### config.mk
export PLATFORM = sky130hd
export DESIGN_NAME = inv_sub_bytes_seq
export DESIGN_NICKNAME = d
export VERILOG_FILES = /design/src/rtl/inv_sub_bytes_seq.sv
export SDC_FILE = /design/constraint.sdc
export NUM_CORES = 1
export LEC_CHECK = 0
export ABC_AREA = 1
export BUFFER_PORTS_ARGS = -buffer_cell sky130_fd_sc_hd__buf_2
export CAP_MARGIN = 10
export CORE_MARGIN = 4
export CORE_UTILIZATION = 25
export DETAILED_ROUTE_END_ITERATION = 10
export GPL_ROUTABILITY_DRIVEN = 0
export SLEW_MARGIN = 20
export SYNTH_ARGS = -nofsm -noshare
export SYNTH_HDL_FRONTEND = slang
export SYNTH_SLANG_ARGS = --single-unit
### constraint.sdc
create_clock -name clk -period 9.3 [get_ports clk]
set_clock_uncertainty 0.1 [all_clocks]
set_input_delay 0 -clock clk [delete_from_list [all_inputs] [get_ports clk]]
set_output_delay 0 -clock clk [all_outputs]
set_load 0.01 [all_outputs]
### src/rtl/inv_sub_bytes_seq.sv
// rtl/inv_sub_bytes_seq.sv - AES InvSubBytes stage, BPC bytes per clock through shared inverse S-boxes
module inv_sbox (
  input  logic [7:0] a,
  output logic [7:0] s
);

  always_comb begin
    s = 8'h00;
    case (a)
      8'h00: s = 8'h52; 8'h01: s = 8'h09; 8'h02: s = 8'h6a; 8'h03: s = 8'hd5; 8'h04: s = 8'h30; 8'h05: s = 8'h36; 8'h06: s = 8'ha5; 8'h07: s = 8'h38;
      8'h08: s = 8'hbf; 8'h09: s = 8'h40; 8'h0a: s = 8'ha3; 8'h0b: s = 8'h9e; 8'h0c: s = 8'h81; 8'h0d: s = 8'hf3; 8'h0e: s = 8'hd7; 8'h0f: s = 8'hfb;
      8'h10: s = 8'h7c; 8'h11: s = 8'he3; 8'h12: s = 8'h39; 8'h13: s = 8'h82; 8'h14: s = 8'h9b; 8'h15: s = 8'h2f; 8'h16: s = 8'hff; 8'h17: s = 8'h87;
      8'h18: s = 8'h34; 8'h19: s = 8'h8e; 8'h1a: s = 8'h43; 8'h1b: s = 8'h44; 8'h1c: s = 8'hc4; 8'h1d: s = 8'hde; 8'h1e: s = 8'he9; 8'h1f: s = 8'hcb;
      8'h20: s = 8'h54; 8'h21: s = 8'h7b; 8'h22: s = 8'h94; 8'h23: s = 8'h32; 8'h24: s = 8'ha6; 8'h25: s = 8'hc2; 8'h26: s = 8'h23; 8'h27: s = 8'h3d;
      8'h28: s = 8'hee; 8'h29: s = 8'h4c; 8'h2a: s = 8'h95; 8'h2b: s = 8'h0b; 8'h2c: s = 8'h42; 8'h2d: s = 8'hfa; 8'h2e: s = 8'hc3; 8'h2f: s = 8'h4e;
      8'h30: s = 8'h08; 8'h31: s = 8'h2e; 8'h32: s = 8'ha1; 8'h33: s = 8'h66; 8'h34: s = 8'h28; 8'h35: s = 8'hd9; 8'h36: s = 8'h24; 8'h37: s = 8'hb2;
      8'h38: s = 8'h76; 8'h39: s = 8'h5b; 8'h3a: s = 8'ha2; 8'h3b: s = 8'h49; 8'h3c: s = 8'h6d; 8'h3d: s = 8'h8b; 8'h3e: s = 8'hd1; 8'h3f: s = 8'h25;
      8'h40: s = 8'h72; 8'h41: s = 8'hf8; 8'h42: s = 8'hf6; 8'h43: s = 8'h64; 8'h44: s = 8'h86; 8'h45: s = 8'h68; 8'h46: s = 8'h98; 8'h47: s = 8'h16;
      8'h48: s = 8'hd4; 8'h49: s = 8'ha4; 8'h4a: s = 8'h5c; 8'h4b: s = 8'hcc; 8'h4c: s = 8'h5d; 8'h4d: s = 8'h65; 8'h4e: s = 8'hb6; 8'h4f: s = 8'h92;
      8'h50: s = 8'h6c; 8'h51: s = 8'h70; 8'h52: s = 8'h48; 8'h53: s = 8'h50; 8'h54: s = 8'hfd; 8'h55: s = 8'hed; 8'h56: s = 8'hb9; 8'h57: s = 8'hda;
      8'h58: s = 8'h5e; 8'h59: s = 8'h15; 8'h5a: s = 8'h46; 8'h5b: s = 8'h57; 8'h5c: s = 8'ha7; 8'h5d: s = 8'h8d; 8'h5e: s = 8'h9d; 8'h5f: s = 8'h84;
      8'h60: s = 8'h90; 8'h61: s = 8'hd8; 8'h62: s = 8'hab; 8'h63: s = 8'h00; 8'h64: s = 8'h8c; 8'h65: s = 8'hbc; 8'h66: s = 8'hd3; 8'h67: s = 8'h0a;
      8'h68: s = 8'hf7; 8'h69: s = 8'he4; 8'h6a: s = 8'h58; 8'h6b: s = 8'h05; 8'h6c: s = 8'hb8; 8'h6d: s = 8'hb3; 8'h6e: s = 8'h45; 8'h6f: s = 8'h06;
      8'h70: s = 8'hd0; 8'h71: s = 8'h2c; 8'h72: s = 8'h1e; 8'h73: s = 8'h8f; 8'h74: s = 8'hca; 8'h75: s = 8'h3f; 8'h76: s = 8'h0f; 8'h77: s = 8'h02;
      8'h78: s = 8'hc1; 8'h79: s = 8'haf; 8'h7a: s = 8'hbd; 8'h7b: s = 8'h03; 8'h7c: s = 8'h01; 8'h7d: s = 8'h13; 8'h7e: s = 8'h8a; 8'h7f: s = 8'h6b;
      8'h80: s = 8'h3a; 8'h81: s = 8'h91; 8'h82: s = 8'h11; 8'h83: s = 8'h41; 8'h84: s = 8'h4f; 8'h85: s = 8'h67; 8'h86: s = 8'hdc; 8'h87: s = 8'hea;
      8'h88: s = 8'h97; 8'h89: s = 8'hf2; 8'h8a: s = 8'hcf; 8'h8b: s = 8'hce; 8'h8c: s = 8'hf0; 8'h8d: s = 8'hb4; 8'h8e: s = 8'he6; 8'h8f: s = 8'h73;
      8'h90: s = 8'h96; 8'h91: s = 8'hac; 8'h92: s = 8'h74; 8'h93: s = 8'h22; 8'h94: s = 8'he7; 8'h95: s = 8'had; 8'h96: s = 8'h35; 8'h97: s = 8'h85;
      8'h98: s = 8'he2; 8'h99: s = 8'hf9; 8'h9a: s = 8'h37; 8'h9b: s = 8'he8; 8'h9c: s = 8'h1c; 8'h9d: s = 8'h75; 8'h9e: s = 8'hdf; 8'h9f: s = 8'h6e;
      8'ha0: s = 8'h47; 8'ha1: s = 8'hf1; 8'ha2: s = 8'h1a; 8'ha3: s = 8'h71; 8'ha4: s = 8'h1d; 8'ha5: s = 8'h29; 8'ha6: s = 8'hc5; 8'ha7: s = 8'h89;
      8'ha8: s = 8'h6f; 8'ha9: s = 8'hb7; 8'haa: s = 8'h62; 8'hab: s = 8'h0e; 8'hac: s = 8'haa; 8'had: s = 8'h18; 8'hae: s = 8'hbe; 8'haf: s = 8'h1b;
      8'hb0: s = 8'hfc; 8'hb1: s = 8'h56; 8'hb2: s = 8'h3e; 8'hb3: s = 8'h4b; 8'hb4: s = 8'hc6; 8'hb5: s = 8'hd2; 8'hb6: s = 8'h79; 8'hb7: s = 8'h20;
      8'hb8: s = 8'h9a; 8'hb9: s = 8'hdb; 8'hba: s = 8'hc0; 8'hbb: s = 8'hfe; 8'hbc: s = 8'h78; 8'hbd: s = 8'hcd; 8'hbe: s = 8'h5a; 8'hbf: s = 8'hf4;
      8'hc0: s = 8'h1f; 8'hc1: s = 8'hdd; 8'hc2: s = 8'ha8; 8'hc3: s = 8'h33; 8'hc4: s = 8'h88; 8'hc5: s = 8'h07; 8'hc6: s = 8'hc7; 8'hc7: s = 8'h31;
      8'hc8: s = 8'hb1; 8'hc9: s = 8'h12; 8'hca: s = 8'h10; 8'hcb: s = 8'h59; 8'hcc: s = 8'h27; 8'hcd: s = 8'h80; 8'hce: s = 8'hec; 8'hcf: s = 8'h5f;
      8'hd0: s = 8'h60; 8'hd1: s = 8'h51; 8'hd2: s = 8'h7f; 8'hd3: s = 8'ha9; 8'hd4: s = 8'h19; 8'hd5: s = 8'hb5; 8'hd6: s = 8'h4a; 8'hd7: s = 8'h0d;
      8'hd8: s = 8'h2d; 8'hd9: s = 8'he5; 8'hda: s = 8'h7a; 8'hdb: s = 8'h9f; 8'hdc: s = 8'h93; 8'hdd: s = 8'hc9; 8'hde: s = 8'h9c; 8'hdf: s = 8'hef;
      8'he0: s = 8'ha0; 8'he1: s = 8'he0; 8'he2: s = 8'h3b; 8'he3: s = 8'h4d; 8'he4: s = 8'hae; 8'he5: s = 8'h2a; 8'he6: s = 8'hf5; 8'he7: s = 8'hb0;
      8'he8: s = 8'hc8; 8'he9: s = 8'heb; 8'hea: s = 8'hbb; 8'heb: s = 8'h3c; 8'hec: s = 8'h83; 8'hed: s = 8'h53; 8'hee: s = 8'h99; 8'hef: s = 8'h61;
      8'hf0: s = 8'h17; 8'hf1: s = 8'h2b; 8'hf2: s = 8'h04; 8'hf3: s = 8'h7e; 8'hf4: s = 8'hba; 8'hf5: s = 8'h77; 8'hf6: s = 8'hd6; 8'hf7: s = 8'h26;
      8'hf8: s = 8'he1; 8'hf9: s = 8'h69; 8'hfa: s = 8'h14; 8'hfb: s = 8'h63; 8'hfc: s = 8'h55; 8'hfd: s = 8'h21; 8'hfe: s = 8'h0c; 8'hff: s = 8'h7d;
    endcase
  end

endmodule

module inv_sub_bytes_seq #(
  parameter int BPC = 1
) (
  input  logic         clk,
  input  logic         rst,
  input  logic         in_valid,
  output logic         in_ready,
  input  logic [127:0] in_state,
  output logic         out_valid,
  input  logic         out_ready,
  output logic [127:0] out_state,
  output logic         busy
);

  if (!(BPC == 1 || BPC == 2 || BPC == 4 || BPC == 8 || BPC == 16)) begin : g_bpc_check
    $error("BPC must be one of 1, 2, 4, 8, 16");
  end

  typedef enum logic [1:0] {IDLE = 2'd0, BUSY = 2'd1, DONE = 2'd2} state_t;

  state_t       state, state_nxt;
  logic [127:0] work, work_nxt;
  logic [3:0]   idx;
  logic [3:0]   pos    [BPC];
  logic [7:0]   sb_in  [BPC];
  logic [7:0]   sb_out [BPC];
  logic         last_grp;
  logic         accept;

  // byte n lives at bits [127-8n -: 8], so lane j addresses offset 120-8*(idx+j)
  for (genvar j = 0; j < BPC; j++) begin : g_lane
    assign pos[j]   = idx + 4'(j);
    assign sb_in[j] = work[(7'd120 - {pos[j], 3'b000}) +: 8];
    inv_sbox u_sbox (.a(sb_in[j]), .s(sb_out[j]));
  end

  always_comb begin
    work_nxt = work;
    for (int j = 0; j < BPC; j++) begin
      work_nxt[(7'd120 - {pos[j], 3'b000}) +: 8] = sb_out[j];
    end
  end

  assign last_grp  = (idx == 4'(16 - BPC));
  assign in_ready  = (state == IDLE) || ((state == DONE) && out_ready);
  assign accept    = in_valid && in_ready;
  assign out_valid = (state == DONE);
  assign busy      = (state == BUSY);

  always_comb begin
    state_nxt = state;
    case (state)
      IDLE:    if (in_valid) state_nxt = BUSY;
      BUSY:    if (last_grp) state_nxt = DONE;
      DONE:    if (out_ready) state_nxt = in_valid ? BUSY : IDLE;
      default: state_nxt = IDLE;
    endcase
  end

  always_ff @(posedge clk or posedge rst) begin
    if (rst) begin
      state     <= IDLE;
      work      <= '0;
      idx       <= '0;
      out_state <= '0;
    end else begin
      state <= state_nxt;
      if (accept) begin
        work <= in_state;
        idx  <= '0;
      end else if (state == BUSY) begin
        work <= work_nxt;
        idx  <= idx + 4'(BPC);
        // result is published only once, so out_state never shows a partial state
        if (last_grp) out_state <= work_nxt;
      end
    end
  end

endmodule

==> impl_metrics.py <==
metrics = {
    "yosys": {
        "ys_types": 43,
        "ys_seq_area_frac": 0.375,
        "synth_top_area_frac": 0.375,
        "syn_avg_cell_area_um2": 6.90,
        "synth-seq-cells": 262,
        "synth_area_um2": 17500,
        "synthTopCellsByArea": "dfrtp_1, nand2_1, nand3_1",
        "syn-num-nets": 2692,
        "synth_cells": 2534,
        "yosysTopAreaCell": "dfrtp_1",
        "ys_warn_count": 0,
    },
    "routing": {
        "first_pass_iters": 6,
        "final_antenna_net_count": 0,
        "routed_wl_mm": 80.8,
        "drt_iter0_drc": 2356,
        "vias": 19299,
        "drc": 0,
        "wl_per_cell_um": 21.5,
        "viasPerCell": 5.13,
    },
    "critical_path": {
        "endpoint_kind": "flip-flop",
        "cpMostUsedCell": "nand2_1",
        "worstSetupStartpoint": "idx[0]",
        "worst-path-max-fanout": 90,
        "crit_required_ns": 9.72,
        "r2r-start": "idx[0]",
        "worstSetupPathType": "flip-flop to flip-flop",
        "crit_family": "buffers and inverters",
        "crit_buf_inv": 6,
        "slowest_delay_ns": 0.72,
        "cp_cell_sequence": "buf_4, inv_4, buf_4, nor2_1, nor2_1, nand2_1, nand3_1, inv_1, nand2_1, nand2_2, buf_4, inv_2, a21oi_1, nand2_1, nand2_1, nand2_1, nand3_1, nand3_1, nand2_1, nand3_1, a21oi_1, nand2_1, nand2_1",
        "cpMaxStageDelayCell": "nand2_1",
        "cp-start-kind": "flip-flop",
        "cp.arrival_ns": 6.28,
    },
    "global_route": {
        "grt_pass1_wl_mm": 120,
        "top_usage_layer": "met2",
        "use_met2": 0.324,
        "grt_max_degree": 137,
        "use_met3": 0.0471,
        "grt.met1_usage": 0.271,
        "grt_use_total": 0.209,
        "first_global_vias": 18251,
        "antenna_found_initial": 0,
        "grt-ovfl-total": 0,
    },
    "outcome": {
        "status": "finished clean",
    },
    "clock_tree": {
        "clockRootBuffer": "clkbuf_16",
        "path_clk_slew_ns": 0.06,
        "cts_buffers": 28,
        "cts.path.max_buffers": 3,
        "cts.htree.levels": 1,
        "insertion_delay_ns": 0.59,
        "postCtsSetupRepairBufs": 0,
        "cts_tree": "built",
        "cts.sinks": 262,
    },
    "die": {
        "initial_core_util": 0.253,
        "fp-row-count": 96,
        "chipHeight_um": 272,
        "num_io_pins": 263,
        "design.die.area_um2": 74200,
        "core-area_um2": 68900,
        "die_width_um": 272,
    },
    "finish": {
        "fill_cells": 7477,
        "area_delta_synth_final_pct": 23.5,
        "diodes": 0,
        "multiInputGateArea_um2": 9170,
        "nets": 2973,
        "final_layout_size_suffix_gt1_frac": 0.142,
        "regArea_um2": 6560,
    },
    "sta": {
        "relSlewSlack": 0.276,
        "clock.fmax_mhz": 171,
        "hold_viol_final": 0,
        "maxSlewViolCount": 0,
        "rsz0062_at_grt": "false",
        "setup_viol": 0,
        "period_minus_slack_ns": 5.86,
        "period_share": 0.630,
        "tightest_slew_ns": 1.08,
        "fin_tns_setup_ns": 0,
    },
    "placed_design": {
        "hpwl_mm": 57.3,
        "portBuffers": 262,
    },
    "min_path": {
        "hp-class": "input pin to async pin",
    },
    "flow_run": {
        "drv_cap": 0,
    },
}
==> metal layers <==
metal | up-vias | wire length, um
met2 | 1151 | 35200
met4 | 0 | 5240
met3 | 242 | 8140
met5 | - | 0
li1 | 8898 | -
met1 | 9008 | 32200
==> synth_stat cells (all sizes together) <==
cell type and number:
mux2i 2, or2 7, nor2 96, clkinv 5
o211ai 115, o21bai 40, o22ai 2, a211oi 1
ha 26, buf 82, nand4 8, clkbuf 84
nand3b 1, o21ai 234, nand3 342, a21oi 40
a22o 27, nor3 4, a21boi 2, nand2 917
a22oi 1, inv 226, a32o 3, dfrtp 262
a31oi 6, a41oi 1
==> worst register-to-register path, delay by kind of cell (launching register included) <==
kind / cells / cell delay (ns)
flops: 1 / 0.34
buf+inv: 6 / 2.64
simple gates: 15 / 2.13
compound gates: 2 / 0.57
==> cells by family (layout without fill, tap and decap cells) <==
family / Yosys count / in the layout / synth area share
simple gates: 1375 / 1375 / 0.335
fa+ha+maj: 26 / 26 / 0.0186
mux: 2 / 2 / 0.00115
buf+inv: 397 / 695 / 0.102
compound gates: 472 / 472 / 0.167
flops: 262 / 262 / 0.375
==> stage by stage <==
stage / setup WS (ns) / cell area, um2 / util / hold slack [ns] / cells
3_3_place_gp: 3.80 / 19300 / 0.280 / 0.141 / 3585
3_5_place_dp: 3.69 / 19300 / 0.280 / 0.132 / 3585
2_1_floorplan: 1.99 / 17500 / - / 0.0329 / 2534
4_1_cts: 3.67 / 21600 / 0.313 / 0.0584 / 3763
6_report: 3.44 / 21600 / 0.313 / 0.0577 / 3763
5_1_grt: 3.03 / 21600 / 0.313 / 0.118 / 3763
==> sequential cells by signal, indices dropped and copies added (netlist names) <==
name and cells:
idx 4, out_state 128, state 2, work 128
==> timing repair <==
item | 4_1_cts | 5_1_grt
endpoints found under the hold margin | 256 | 0
hold buffers | 131 | 0
gates resized for setup | 0 | 0
==> layout by cell type (no fill, tap or decap), types with 8 or more instances in the layout <==
cell type,count
nand3_1,324
buf_4,22
nand4_1,8
inv_1,212
a21oi_1,38
a22o_1,27
o21bai_1,40
dlygate4sd3_1,131
nand3_2,15
nand2_1,897
nand2_2,13
inv_2,8
dfrtp_1,261
buf_2,262
o21ai_1,27
o211ai_1,115
ha_1,26
clkbuf_16,28
nor2_1,85
o21ai_0,206
==> final timing paths <==
kind                            endpoint  slack (ns)  cells after the start
setup reg to reg               work[126]        3.44                     23
hold reg to reg            out_state[47]        0.37                      2
min in group clk                 work[7]        0.10                      4
max in group asynchronous         idx[0]        7.56                      4
hold / removal             out_state[64]        0.06                      3
setup / recovery               work[126]        3.44                     23
==> layout make-up <==
class,count,area share
repair buffers,417,0.131
inverters,231,0.0411
clock buffers,34,0.0349
clock inverters,13,0.0104
well taps,931,0.0540
multi-input cells,1875,0.425
flip-flops and latches,262,0.304
Power is left out: the tool's default activity adds up to more than one toggle a clock period on the data nets, which glitch-free logic cannot reach.
